<file path="src/rtl/pipe_ctrl_pkg.sv">
// -----------------------------------------------------------------------------
// pipe_ctrl_pkg
// Shared types and constants for the IF -> ID -> MEM -> WB pipeline
// sequencing controller.
//   - pc_state_e : controller FSM states (PC_RUN, PC_WAIT)
//   - fwd_sel_e  : operand forwarding selects (FWD_RF, FWD_MEM, FWD_WB)
//   - ctl_t      : bundle of enable / flush / bubble controls for the PC and
//                  the three intermediate registers
//   - run_ctl()  : control bundle for a cycle in which the pipe is free to
//                  move (branch, hazard or plain advance)
// Optional feature macro used by the files importing this package:
//   PIPE_FORWARD_EN
// -----------------------------------------------------------------------------
package pipe_ctrl_pkg;

   localparam int REG_AW_DEF = 4;

   typedef enum logic [0:0] {
      PC_RUN  = 1'b0,
      PC_WAIT = 1'b1
   } pc_state_e;

   typedef enum logic [1:0] {
      FWD_RF  = 2'b00,
      FWD_MEM = 2'b01,
      FWD_WB  = 2'b10
   } fwd_sel_e;

   typedef struct packed {
      logic pc_en;
      logic r1_en;
      logic r1_flush;
      logic r2_en;
      logic r2_bubble;
      logic r3_en;
      logic r3_bubble;
   } ctl_t;

   // Everything frozen: used while the data memory is busy.
   localparam ctl_t CTL_FREEZE = '{pc_en: 1'b0, r1_en: 1'b0, r1_flush: 1'b0,
                                   r2_en: 1'b0, r2_bubble: 1'b0,
                                   r3_en: 1'b0, r3_bubble: 1'b0};

   // While in reset every register loads a NOP so the pipe refills cleanly.
   localparam ctl_t CTL_RESET  = '{pc_en: 1'b0, r1_en: 1'b0, r1_flush: 1'b1,
                                   r2_en: 1'b0, r2_bubble: 1'b1,
                                   r3_en: 1'b0, r3_bubble: 1'b1};

   // Controls for a cycle where memory is not holding the pipe.
   // A taken branch wins over a hazard: the instructions that would have
   // stalled are squashed anyway.
   function automatic ctl_t run_ctl(input logic br_taken, input logic raw);
      ctl_t c;
      c = '{pc_en: 1'b1, r1_en: 1'b1, r1_flush: 1'b0,
            r2_en: 1'b1, r2_bubble: 1'b0,
            r3_en: 1'b1, r3_bubble: 1'b0};
      if (br_taken) begin
         c.r1_flush  = 1'b1;
         c.r2_bubble = 1'b1;
      end else if (raw) begin
         // Hold PC and IF/ID, inject a bubble into ID/MEM, let older work drain.
         c.pc_en     = 1'b0;
         c.r1_en     = 1'b0;
         c.r2_bubble = 1'b1;
      end
      return c;
   endfunction

endpackage

</file>
<file path="src/rtl/pipe_hazard_unit.sv">
// -----------------------------------------------------------------------------
// pipe_hazard_unit
// Purely combinational RAW hazard detector and forwarding-select generator.
// Ports:
//   id_rs1/id_rs1_used, id_rs2/id_rs2_used : ID-stage source operands
//   mem_rd/mem_we/mem_is_load             : MEM-stage destination
//   wb_rd/wb_we                           : WB-stage destination
//   raw                                   : ID instruction must stall
//   fwd_a/fwd_b (PIPE_FORWARD_EN only)    : operand source selects
// Macro PIPE_FORWARD_EN: with forwarding only a load in MEM stalls; without
// it any in-flight write to a source register stalls.
// -----------------------------------------------------------------------------
module pipe_hazard_unit
   import pipe_ctrl_pkg::*;
#(
   parameter int REG_AW = REG_AW_DEF
) (
   input  logic [REG_AW-1:0] id_rs1,
   input  logic              id_rs1_used,
   input  logic [REG_AW-1:0] id_rs2,
   input  logic              id_rs2_used,
   input  logic [REG_AW-1:0] mem_rd,
   input  logic              mem_we,
   input  logic              mem_is_load,
   input  logic [REG_AW-1:0] wb_rd,
   input  logic              wb_we,
   output logic              raw
`ifdef PIPE_FORWARD_EN
   ,
   output logic [1:0]        fwd_a,
   output logic [1:0]        fwd_b
`endif
);

   // Register 0 is hard-wired, so it never matches anything in flight.
   logic mem_hit1, mem_hit2, wb_hit1, wb_hit2;

   always_comb begin
      mem_hit1 = (id_rs1 != '0) && mem_we && (id_rs1 == mem_rd);
      mem_hit2 = (id_rs2 != '0) && mem_we && (id_rs2 == mem_rd);
      wb_hit1  = (id_rs1 != '0) && wb_we  && (id_rs1 == wb_rd);
      wb_hit2  = (id_rs2 != '0) && wb_we  && (id_rs2 == wb_rd);
   end

`ifdef PIPE_FORWARD_EN
   // A load result only exists after MEM, so it is the one case forwarding
   // cannot cover.
   assign raw = (id_rs1_used && mem_hit1 && mem_is_load) ||
                (id_rs2_used && mem_hit2 && mem_is_load);

   // MEM holds the younger write, so it takes priority over WB.
   always_comb begin
      fwd_a = FWD_RF;
      fwd_b = FWD_RF;
      if (mem_hit1 && !mem_is_load) fwd_a = FWD_MEM;
      else if (wb_hit1)             fwd_a = FWD_WB;
      if (mem_hit2 && !mem_is_load) fwd_b = FWD_MEM;
      else if (wb_hit2)             fwd_b = FWD_WB;
   end
`else
   assign raw = (id_rs1_used && (mem_hit1 || wb_hit1)) ||
                (id_rs2_used && (mem_hit2 || wb_hit2));

   // Load-ness only matters when forwarding is built in.
   logic unused_is_load;
   assign unused_is_load = mem_is_load;
`endif

endmodule

</file>
<file path="src/rtl/pipe_ctrl.sv">
// -----------------------------------------------------------------------------
// pipe_ctrl
// Pipeline sequencing controller for the IF -> ID -> MEM -> WB core. Drives
// the PC enable and the enable / flush / bubble controls of IF/ID (r1),
// ID/MEM (r2) and MEM/WB (r3); stalls on RAW hazards, flushes on a taken
// branch, freezes during multi-cycle memory accesses and aborts a memory
// access that never acknowledges.
// Ports:
//   clk, rst_n                 : clock, asynchronous active-low reset
//   id_*, mem_rd/we/is_load,
//   wb_rd/we                   : operand / destination info for hazards
//   br_taken                   : branch resolved taken in MEM
//   mem_req, mem_ack           : data memory handshake
//   pc_en, r1_*, r2_*, r3_*    : combinational pipeline controls
//   mem_err                    : one-cycle registered pulse on timeout
//   stall_cnt                  : saturating count of cycles with pc_en = 0
//   fwd_a, fwd_b               : forwarding selects (PIPE_FORWARD_EN only)
// Macro PIPE_FORWARD_EN enables operand forwarding.
// MEM_TIMEOUT must be at least 2.
// -----------------------------------------------------------------------------
module pipe_ctrl
   import pipe_ctrl_pkg::*;
#(
   parameter int REG_AW      = REG_AW_DEF,
   parameter int MEM_TIMEOUT = 16,
   parameter int CNT_W       = 16
) (
   input  logic              clk,
   input  logic              rst_n,
   input  logic [REG_AW-1:0] id_rs1,
   input  logic              id_rs1_used,
   input  logic [REG_AW-1:0] id_rs2,
   input  logic              id_rs2_used,
   input  logic [REG_AW-1:0] mem_rd,
   input  logic              mem_we,
   input  logic              mem_is_load,
   input  logic [REG_AW-1:0] wb_rd,
   input  logic              wb_we,
   input  logic              br_taken,
   input  logic              mem_req,
   input  logic              mem_ack,
   output logic              pc_en,
   output logic              r1_en,
   output logic              r1_flush,
   output logic              r2_en,
   output logic              r2_bubble,
   output logic              r3_en,
   output logic              r3_bubble,
   output logic              mem_err,
   output logic [CNT_W-1:0]  stall_cnt
`ifdef PIPE_FORWARD_EN
   ,
   output logic [1:0]        fwd_a,
   output logic [1:0]        fwd_b
`endif
);

   // The timer counts WAIT cycles from 0. The freezing RUN cycle is the
   // first frozen cycle, so the last one before abort sees MEM_TIMEOUT-2.
   localparam int               TMR_W    = $clog2(MEM_TIMEOUT);
   localparam logic [TMR_W-1:0] TMR_LAST = TMR_W'(MEM_TIMEOUT - 2);

   pc_state_e        state_q, state_d;
   logic [TMR_W-1:0] timer_q, timer_d;
   logic             mem_err_q, mem_err_d;
   logic [CNT_W-1:0] stall_cnt_q, stall_cnt_d;
   logic             raw;
   ctl_t             ctl;

   pipe_hazard_unit #(.REG_AW(REG_AW)) u_hazard (
      .id_rs1      (id_rs1),
      .id_rs1_used (id_rs1_used),
      .id_rs2      (id_rs2),
      .id_rs2_used (id_rs2_used),
      .mem_rd      (mem_rd),
      .mem_we      (mem_we),
      .mem_is_load (mem_is_load),
      .wb_rd       (wb_rd),
      .wb_we       (wb_we),
      .raw         (raw)
`ifdef PIPE_FORWARD_EN
      ,
      .fwd_a       (fwd_a),
      .fwd_b       (fwd_b)
`endif
   );

   // NOTE: every variable gets a default at the top of the block so no path
   // leaves it unassigned; that is what keeps this logic free of latches.
   always_comb begin
      state_d   = state_q;
      timer_d   = timer_q;
      mem_err_d = 1'b0;
      ctl       = CTL_FREEZE;

      if (!rst_n) begin
         ctl = CTL_RESET;
      end else begin
         case (state_q)
            PC_RUN: begin
               if (mem_req && !mem_ack) begin
                  state_d = PC_WAIT;
                  timer_d = '0;
               end else begin
                  ctl = run_ctl(br_taken, raw);
               end
            end
            PC_WAIT: begin
               // Releasing in the ack cycle itself costs no extra bubble.
               if (mem_ack) begin
                  ctl     = run_ctl(br_taken, raw);
                  state_d = PC_RUN;
                  timer_d = '0;
               end else if (timer_q == TMR_LAST) begin
                  // Abort: let the pipe move but drop the missing load data.
                  ctl           = run_ctl(br_taken, raw);
                  ctl.r3_bubble = 1'b1;
                  mem_err_d     = 1'b1;
                  state_d       = PC_RUN;
                  timer_d       = '0;
               end else begin
                  timer_d = timer_q + 1'b1;
               end
            end
         endcase
      end

      stall_cnt_d = stall_cnt_q;
      if (!ctl.pc_en && (stall_cnt_q != '1)) stall_cnt_d = stall_cnt_q + 1'b1;
   end

   // NOTE: state is updated with non-blocking assignments so every flop
   // samples the pre-edge values, independent of statement order.
   always_ff @(posedge clk or negedge rst_n) begin
      if (!rst_n) begin
         state_q     <= PC_RUN;
         timer_q     <= '0;
         mem_err_q   <= 1'b0;
         stall_cnt_q <= '0;
      end else begin
         state_q     <= state_d;
         timer_q     <= timer_d;
         mem_err_q   <= mem_err_d;
         stall_cnt_q <= stall_cnt_d;
      end
   end

   assign pc_en     = ctl.pc_en;
   assign r1_en     = ctl.r1_en;
   assign r1_flush  = ctl.r1_flush;
   assign r2_en     = ctl.r2_en;
   assign r2_bubble = ctl.r2_bubble;
   assign r3_en     = ctl.r3_en;
   assign r3_bubble = ctl.r3_bubble;
   assign mem_err   = mem_err_q;
   assign stall_cnt = stall_cnt_q;

endmodule
</file>
<file path="config.mk">
export PLATFORM = sky130hd
export DESIGN_NAME = pipe_ctrl
export DESIGN_NICKNAME = d
export VERILOG_FILES = /design/src/rtl/pipe_ctrl_pkg.sv /design/src/rtl/pipe_hazard_unit.sv /design/src/rtl/pipe_ctrl.sv
export SDC_FILE = /design/constraint.sdc
export NUM_CORES = 1
export LEC_CHECK = 0
export BUFFER_PORTS_ARGS = -buffer_cell sky130_fd_sc_hd__buf_2
export CORE_MARGIN = 10
export CORE_UTILIZATION = 30
export CTS_CLUSTER_DIAMETER = 100
export DETAILED_ROUTE_END_ITERATION = 8
export PLACE_DENSITY_LB_ADDON = 0.15
export SLEW_MARGIN = 25
export SYNTH_ARGS = -nofsm -noshare
export SYNTH_HDL_FRONTEND = slang
export SYNTH_SLANG_ARGS = --single-unit
</file>
<file path="constraint.sdc">
create_clock -name clk -period 1.7 [get_ports clk]
set_input_delay 0 -clock clk [delete_from_list [all_inputs] [get_ports clk]]
set_output_delay 0 -clock clk [all_outputs]
set_load 0.01 [all_outputs]
</file>
==> results of run 1 <==
## layout make-up
type,instances,area (um2),area share (%)
multi-input combinational,115,928,43.3
sequential,22,551,25.7
timing repair buffer,82,522,24.3
tap,52,65.1,3.04
clock buffer,4,55.1,2.57
inverter,6,22.5,1.05
## placed cells by master, fill, tap and decap left out, drive strengths merged, types with 2 or more instances in the layout
cell and n:
buf 81, dfrtp 22, nand2 18, xor2 12, xnor2 12, and3 12, o21ai 11, o211ai 7
inv 6, mux2 6, nor4 5, nor2 5, clkbuf 4, nand3 4, o2111ai 4, ha 3
o41a 2, nand2b 2, mux2i 2
## cells in the mapped netlist (all sizes together)
master,n
a211o,1
nor4,5
a21o,1
inv,6
or2,1
nor3b,1
o22ai,1
o211ai,7
o21ai,11
mux2i,2
nor2b,1
ha,3
o2111ai,4
o31ai,1
nand3,4
buf,4
nand2b,2
a21oi,1
o21ba,1
dfrtp,22
xor2,12
mux2,6
o41a,2
clkbuf,1
nand2,18
xnor2,12
nor2,5
nand3b,1
and3,12
## logic make-up (layout without fill, tap and decap cells)
family                   Yosys count  in the layout  share of synthesized area [%]
AO/OA/AOI/OAI                     30             30                           15.6
multiplexers                       8              8                           6.18
XOR/XNOR                          24             24                           14.8
AND/OR/NAND/NOR                   50             50                           17.8
adder cells (fa/ha/maj)            3              3                           2.65
flip-flops                        22             22                           38.8
buffers and inverters             11             92                           4.06
## registers in the layout, indices dropped and copies added, names as in the netlist
register	flops
mem_err	1
stall_cnt	16
state_q	1
timer_q	4
## critical path: stages, from the launching register on
cell and delay [ns]:
dfrtp_1 0.39, ha_2 0.19, and3_4 0.17, a211o_1 0.31, buf_6 0.14, nand2_2 0.05, nand2_2 0.05, a21o_1 0.17
buf_6 0.12
## what timing repair did
item | CTS | global route
resized for setup | 11 | 15
hold endpoints to repair | 22 | 0
buffers inserted | 5 | 3
pin swaps | 3 | 1
setup endpoints to repair | 22 | 22
hold buffers | 1 | 0
## power groups by stage
stage	registers [mW]	clock network (mW)	logic, mW
after global routing	0.701	0.415	0.794
after floorplan	0.744	0	0.269
after detailed placement	0.699	0	0.663
after global placement	0.694	0	0.639
final	0.687	0.384	0.717
after CTS	0.687	0.396	0.694
## per-layer routing
layer  vias up  global-route usage [%]  wire [um]
met5         -                       0          0
met4         0                    3.52         24
met3         2                    2.48        241
met2        32                    19.1       2090
met1       676                    11.3       1850
li1        689                       -          -
## through the flow
step	area (um2)	hold slack [ns]	setup TNS, ns	instances
global placement	1910	-0.133	-1.17	268
detailed placement	1910	-0.130	-1.92	268
CTS	2050	0.118	-1.98	278
finish	2140	0.133	-1.34	281
global route	2140	0.146	-3.34	281
floorplan	1460	-0.296	-0.376	148
## final timing paths
path | startpoint | depth (start not counted) | to
setup / recovery | timer_q[1] | 8 | r2_bubble
hold / removal | rst_n | 2 | timer_q[2]
setup reg to reg | timer_q[0] | 7 | stall_cnt[11]
hold reg to reg | stall_cnt[5] | 1 | stall_cnt[5]
max in group asynchronous | rst_n | 3 | stall_cnt[15]
min in group clk | mem_ack | 4 | timer_q[2]
==> flow_summary.yaml, run 1 <==
timing:
  worst_slew_pin_slew_ns: 0.507
  final.period_utilization_pct: 109
  fin_crit_ns: 1.85
  timing.fmax_ghz: 0.540
  setup_violations: 19
  max_slew_margin_pct: 65.9
  hold_violations: 0
  rsz0062_at_grt: "true"
  fin_skew_ns: 0.00327
  fin_ws_ns: -0.153
  final_max_slew_viol_count: 0
power_and_ir_drop:
  p_int_mw: 1.22
  p_per_area_mw_per_mm2: 834
  power_frac_seq_pct: 38.4
  p_switching_mw: 0.567
  p_leak_nw: 1.08
  switching_share_pct: 31.7
  irDropWorstVdd_v: 0.000283
  pwr-share-clk_pct: 21.5
  power_mw: 1.79
  p_comb_share_pct: 40.1
final_layout:
  area_growth_pct: 51.2
  fillers: 448
  utilization_pct: 47.9
  drive_gt1_share_pct: 47.6
  finalNetCount: 259
  diodes: 0
drt:
  drtPass1Iterations: 4
  drc_errors: 0
  vias: 1399
  drt_iter0_drc: 67
  wl_per_cell_um: 15.0
  via_per_inst: 4.98
  routed_wl_mm: 4.21
  ant_nets: 0
setup_path:
  crit_path_start_kind: "flop"
  critical_path.endpoint_type: "output pin"
  critPathKind: "flop to output pin"
  crit_fanout: 3
  arrival_ns: 1.85
  cp.required_ns: 1.70
  rrSetupSlack_ns: -0.10
synth:
  yosys-top-cells-area: "dfrtp_1, xnor2_1, xor2_1"
  yosys_warnings: 0
  ys_ff_latch: 22
  ys_seq_area_share_pct: 38.8
  synth_top_cell_area_share_pct: 38.8
  ys_types: 33
  yosysTopAreaCell: "dfrtp_1"
  syn_area_mm2: 0.00142
  syn-instance-count: 148
  syn_avg_cell_area_um2: 9.58
  synth_fp_nets: 177
clock_tree:
  cts_sinks: 22
  ctsRootBufferMaster: "clkbuf_8"
  tritoncts: "built"
  htree_num_levels: 1
  cts_buffers: 3
  clock_latency_ns: 0.26
  path_clk_slew_ns: 0.08
  clockBufferDepth: 2
floorplan:
  coreArea_mm2: 0.00447
  die_h_um: 88.7
  dieArea_mm2: 0.00787
  io_pins: 50
  rows: 24
  start_util_pct: 31.7
  die_w_um: 88.7
global_route:
  grt_pass1_wl_mm: 6.56
  grtUsageTotal_pct: 10.4
  antenna_found_initial: 0
  grt_pass1_vias: 1424
  grt_max_degree: 15
  overflow: 0
job:
  drv_cap: 0
placed_design:
  gp_congestion: 0.835
  hpwlAfterDp_mm: 3.38
  post-place-ws_ns: -0.190
  portBuffers: 48
status:
  status: "complete, but fails checks"
  violations: "setup timing"
worst_hold_path:
  hp-class: "primary input to async pin"
No activity file was read; power rests on OpenSTA's default activity.
==> inputs of run 2 (changes only) <==
ABC_AREA = 1   (was not set)
==> run 2 against run 1 <==
The flow now finishes without violations. First-iteration DRC count did not move. Total power fell by 2.6%. Register-to-register slack better by 0.16 ns. Via count rose by 26%. Worst hold slack better by 0.14 ns. Critical path type is now flop to flop. Clock power shrank 15%. Worst setup slack improved by 0.21 ns. Die area rose by 11%. Sequential share of layout area is 2.4 points lower. Clock-buffer cell count decreased by 1. Synthesized cell count grew 64%. Clock skew decreased by 0.0017 ns.
==> flow_summary.yaml, run 2 <==
status:
  status: "finished clean"
clock_tree:
  tritoncts: "built"
  path_clk_slew_ns: 0.08
  clockBufferDepth: 2
  clock_latency_ns: 0.26
  cts_buffers: 3
  ctsRootBufferMaster: "clkbuf_8"
  cts_sinks: 22
  htree_num_levels: 1
floorplan:
  coreArea_mm2: 0.00517
  die_w_um: 93.7
  start_util_pct: 31.5
  dieArea_mm2: 0.00878
  rows: 26
  die_h_um: 93.7
  io_pins: 50
synth:
  synth_xor_area_share_pct: 9.14
  synth_top_family_by_area: "simple AND/OR/NAND/NOR gates"
  yosysTopAreaCell: "dfrtp_1"
  muxShareOfSynthArea_pct: 0
  synth-compound-area-share_pct: 5.45
  ys_types: 25
  yosys_warnings: 0
  ys.flop_type: "dfrtp_1"
  syn-instance-count: 242
  synth_top_cell_area_share_pct: 33.8
  syn_avg_cell_area_um2: 6.73
  ys_seq_area_share_pct: 33.8
  synth_common_cells: "nand2_1, inv_1, nand3_1"
  synthSimpleGateAreaFrac_pct: 40.4
  syn_area_mm2: 0.00163
  synthArstFlopShare_pct: 100
  synth_edf_count: 0
  synth_most_common_cell: "nand2_1"
  ys_ff_latch: 22
  synth_fp_nets: 271
  yosys-top-cells-area: "dfrtp_1, nand2_1, nand3_1"
  synth_fa_ha_area_share_pct: 2.30
final_layout:
  fillers: 561
  drive_gt1_share_pct: 35.0
  largest_reg_flops: 16
  final_cell_mix: "nand2_1, buf_2, buf_4, inv_1, dfrtp_1"
  finalNetCount: 354
  final_common_cell: "nand2_1"
  final_cells: 393
  diodes: 0
  area_growth_pct: 44.9
job:
  drv_cap: 0
global_route:
  grt_pass1_vias: 1739
  grt_pass1_wl_mm: 8.00
  grt_max_degree: 25
  overflow: 0
  grtUsageTotal_pct: 11.0
  antenna_found_initial: 0
placed_design:
  gp_congestion: 0.785
  post-place-ws_ns: 0.0443
  placed_cells: 378
  portBuffers: 48
  hpwlAfterDp_mm: 3.67
timing:
  fin_hold_ws_ns: 0.274
  rsz0062_at_grt: "true"
  fin_crit_ns: 1.64
  setup_violations: 0
  final_max_slew_viol_count: 0
  final.period_utilization_pct: 96.6
  fin_setup_tns_ns: 0
  worst_slew_pin_slew_ns: 0.465
  fin_ws_ns: 0.0570
  hold_violations: 0
  fin_skew_ns: 0.00160
  max_slew_margin_pct: 69.0
  timing.fmax_ghz: 0.609
setup_path:
  cp.required_ns: 1.86
  r2r_start: "stall_cnt[0]"
  r2r-end: "stall_cnt[15]"
  rrSetupSlack_ns: 0.06
  arrival_ns: 1.80
  crit_path_start_kind: "flop"
  r2r_cells: 9
  critPathKind: "flop to flop"
  critical_path.endpoint_type: "flop"
  crit_fanout: 12
  startpoint: "stall_cnt[0]"
drt:
  routed_wl_mm: 4.78
  drc_errors: 0
  ant_nets: 0
  drt_iter0_drc: 67
  vias: 1759
  via_per_inst: 4.48
  wl_per_cell_um: 12.2
  drtPass1Iterations: 4
worst_hold_path:
  min_path_cells: 7
  hold_end: "stall_cnt[0]"
  hp-class: "primary input to flop"
  min_from: "br_taken"
power_and_ir_drop:
  irDropWorstVdd_v: 0.000396
  p_leak_nw: 1.29
  p_per_area_mw_per_mm2: 738
[run 2: changes by cell type after synthesis, moves of 5 or more]
cell      before  now
nand2_1       18   86
nand3_1        4   28
inv_1          6   29
nor2_1         5   22
and3_1        12    0
o211ai_1       7    0
mux2_2         5    0
[run 2: cell families (layout without fill, tap and decap cells)]
family | after synthesis | in the layout
XOR/XNOR | 17 | 17
adder cells (fa/ha/maj) | 3 | 3
buffers and inverters | 34 | 115
AND/OR/NAND/NOR | 151 | 151
AO/OA/AOI/OAI | 15 | 15
flip-flops | 22 | 22
[run 2: final cells by class]
type | instances | area (um2) | area share, %
Tap cell | 70 | 87.6 | 3.71
Clock buffer | 3 | 41.3 | 1.75
Multi-Input combinational cell | 186 | 1030 | 43.5
Timing Repair Buffer | 83 | 543 | 23.0
Sequential cell | 22 | 551 | 23.3
Inverter | 29 | 111 | 4.72
[run 2: worst max path at each step]
stage                     slack (ns)  cells after the start       endpoint
after floorplan                -0.04                      9   stall_cnt[5]
after global placement          0.09                      9  stall_cnt[10]
final                           0.06                      9  stall_cnt[15]
after global routing           -0.07                     10   stall_cnt[7]
after detailed placement        0.04                      9   stall_cnt[8]
after CTS                      0.009                     10          pc_en
[run 2: power breakdown]
| group | switching, mW | internal [mW] | total, mW |
|---|---|---|---|
| clock | 0.169 | 0.158 | 0.327 |
| combinational | 0.369 | 0.374 | 0.743 |
| sequential | 0.0782 | 0.594 | 0.672 |
| total | 0.616 | 1.13 | 1.74 |
[run 2: stage by stage]
stage	utilization [%]	power, mW	cell area (um2)
after floorplan	-	0.998	1640
after global placement	40.6	1.30	2100
after detailed placement	40.6	1.31	2100
after CTS	42.7	1.68	2210
after global routing	45.6	1.90	2360
final	45.6	1.74	2360
[run 2: routing by layer]
metal	up-vias	wire (um)	track usage (%)
met3	2	238	2.88
li1	925	-	-
met2	26	2320	18.5
met1	806	2190	13.6
met4	0	29	2.66
met5	-	0	0
[run 2: timing repair]
action	CTS	global route
hold buffers	2	0
pin swaps	3	8
buffers inserted	5	5
resized for setup	5	29
endpoints found under the setup margin	4	23
hold endpoints to repair	23	0
[run 2: worst max-delay path, cell delays in order, from the launching register on]
cell and delay [ns]:
dfrtp_1 0.39, ha_4 0.17, nand3_4 0.09, nor2_4 0.12, nand3_2 0.09, nor3b_2 0.18
nand3_2 0.15, buf_8 0.20, nand3_1 0.08, nand2_1 0.05
==> inputs of run 3 (changes only) <==
CORE_UTILIZATION = 45   (was 30)
==> run 3 against run 2 <==
Sequential power decreased by 1%. Non-clock buffer count decreased by 7. Global-route usage increased by 2.5 points. Critical path depth increased by 1. Clock power decreased by 8.6%. Register-to-register slack about the same.
==> flow_summary.yaml, run 3 (same netlist as run 2, synthesis figures left out) <==
status:
  status: "finished clean"
floorplan:
  die_h_um: 80.2
  dieArea_mm2: 0.00643
  die_w_um: 80.2
  rows: 21
  coreArea_mm2: 0.00342
  io_pins: 50
  start_util_pct: 47.7
global_route:
  grt_pass1_wl_mm: 7.26
  grtUsageTotal_pct: 13.5
  antenna_found_initial: 0
  grt_max_degree: 25
  grt_pass1_vias: 1670
  overflow: 0
worst_hold_path:
  hp-class: "primary input to async pin"
setup_path:
  crit_buf_inv: 4
  critPathKind: "flop to output pin"
  cp.required_ns: 1.70
  crit_path_start_kind: "flop"
  path_cells: "inv_1 -> ha_2 -> nand3_2 -> nand3_2 -> o21ai_2 -> nor2_2 -> nand2_2 -> buf_6 -> inv_4 -> buf_6"
  crit_fanout: 3
  slowest_stage: "dfrtp_1"
  critical_path.endpoint_type: "output pin"
  arrival_ns: 1.65
  crit_family: "flip-flops"
  slowest_delay_ns: 0.40
final_layout:
  final_cell_mix: "nand2_1, buf_2, inv_1, nand3_1"
  drive_gt1_share_pct: 31.5
  final_common_cell: "nand2_1"
  diodes: 0
  finalNetCount: 347
  largest_reg_flops: 16
  utilization_pct: 65.1
  area_growth_pct: 36.6
timing:
  final_max_slew_viol_count: 0
  setup_violations: 0
  hold_violations: 0
  final.period_utilization_pct: 96.9
  timing.fmax_ghz: 0.607
  fin_skew_ns: 0.00649
  fin_crit_ns: 1.65
  rsz0062_at_grt: "true"
  max_slew_margin_pct: 71.8
  worst_slew_pin_slew_ns: 0.423
placed_design:
  hpwlAfterDp_mm: 3.32
  gp_congestion: 0.838
  portBuffers: 48
drt:
  drt-met1-wl_mm: 1.92
  wl_per_cell_um: 11.9
  drc_errors: 0
  drt_iter0_drc: 102
  routed.top_layer: "met4"
  drtPass1Iterations: 4
  via_per_inst: 4.86
  ant_nets: 0
  routed_wl_mm: 4.33
  wl_met2_mm: 2.10
  vias: 1765
  wl_met3_um: 258
clock_tree:
  ctsRootBufferMaster: "clkbuf_4"
  cts_buffers: 3
  htree_num_levels: 1
  clock_latency_ns: 0.32
  clockBufferDepth: 2
  path_clk_slew_ns: 0.13
  cts_sinks: 22
  tritoncts: "built"
power_and_ir_drop:
  p_per_area_mw_per_mm2: 725
  p_switching_mw: 0.577
  p_comb_share_pct: 40.2
  power_mw: 1.61
  irDropWorstVdd_v: 0.000339
  p_leak_nw: 1.24
  pwr-share-clk_pct: 18.5
  switching_share_pct: 35.8
  p_int_mw: 1.04
  power_frac_seq_pct: 41.3
job:
  drv_cap: 0
-- run 3: changes by cell type in the layout (fill, tap and decap cells not counted), moves of 2 or more --
cell and change:
o21ai_2 -2, nand3_2 -5, clkbuf_4 +3, clkbuf_8 -2
buf_4 -6, nand3_1 +5
-- run 3: power by group through the flow --
stage	clock (mW)	sequential [mW]	combinational, mW
floorplan	0	0.717	0.280
global placement	0	0.667	0.599
detailed placement	0	0.669	0.606
CTS	0.310	0.660	0.630
global route	0.327	0.679	0.726
finish	0.299	0.665	0.648
-- run 3: metal layers --
layer	vias to the layer above	track usage, %
met5	-	0
met4	0	3.87
met3	5	3.56
met2	35	23.2
met1	812	16.1
li1	913	-
-- run 3: final timing paths --
check	startpoint	endpoint	slack, ns	cells past startpoint
max in group asynchronous	rst_n	state_q	1.24	3
min in group clk	mem_req	timer_q[0]	0.23	5
setup reg to reg	stall_cnt[1]	stall_cnt[8]	0.06	10
hold / removal	rst_n	stall_cnt[3]	0.22	3
hold reg to reg	stall_cnt[15]	stall_cnt[15]	0.51	2
setup / recovery	timer_q[0]	pc_en	0.05	10
-- run 3: worst reg2reg max path: cells and delay by family (launching register included) --
| kind | cells | cell delay (ns) |
|---|---|---|
| flops | 1 | 0.37 |
| fa+ha+maj | 1 | 0.21 |
| buf+inv | 1 | 0.14 |
| simple gates | 8 | 0.87 |
-- run 3: metrics by stage --
stage,TNS [ns],worst slack [ns],instance area [um2],std cells,hold slack (ns)
after floorplan,-0.544,-0.0422,1640,242,-0.296
after global placement,0,0.0786,2040,350,0.0531
after detailed placement,0,0.0672,2040,350,0.0596
after CTS,0,0.00950,2140,360,0.214
after global routing,-1.20,-0.0799,2220,363,0.261
final,0,0.0534,2220,363,0.225
-- run 3: cell type report --
class | count | area, um2
Sequential cell | 22 | 551
Inverter | 29 | 111
Tap cell | 46 | 57.6
Timing Repair Buffer | 76 | 483
Fill cell | 312 | 1190
Clock buffer | 4 | 36.3
Multi-Input combinational cell | 186 | 986
-- run 3: repair_timing --
item | CTS | global route
resized for setup | 5 | 18
hold buffers | 2 | 0
buffers inserted | 4 | 2
setup endpoints to repair | 6 | 19
pin swaps | 3 | 6
gates cloned | 0 | 1
endpoints found under the hold margin | 23 | 0
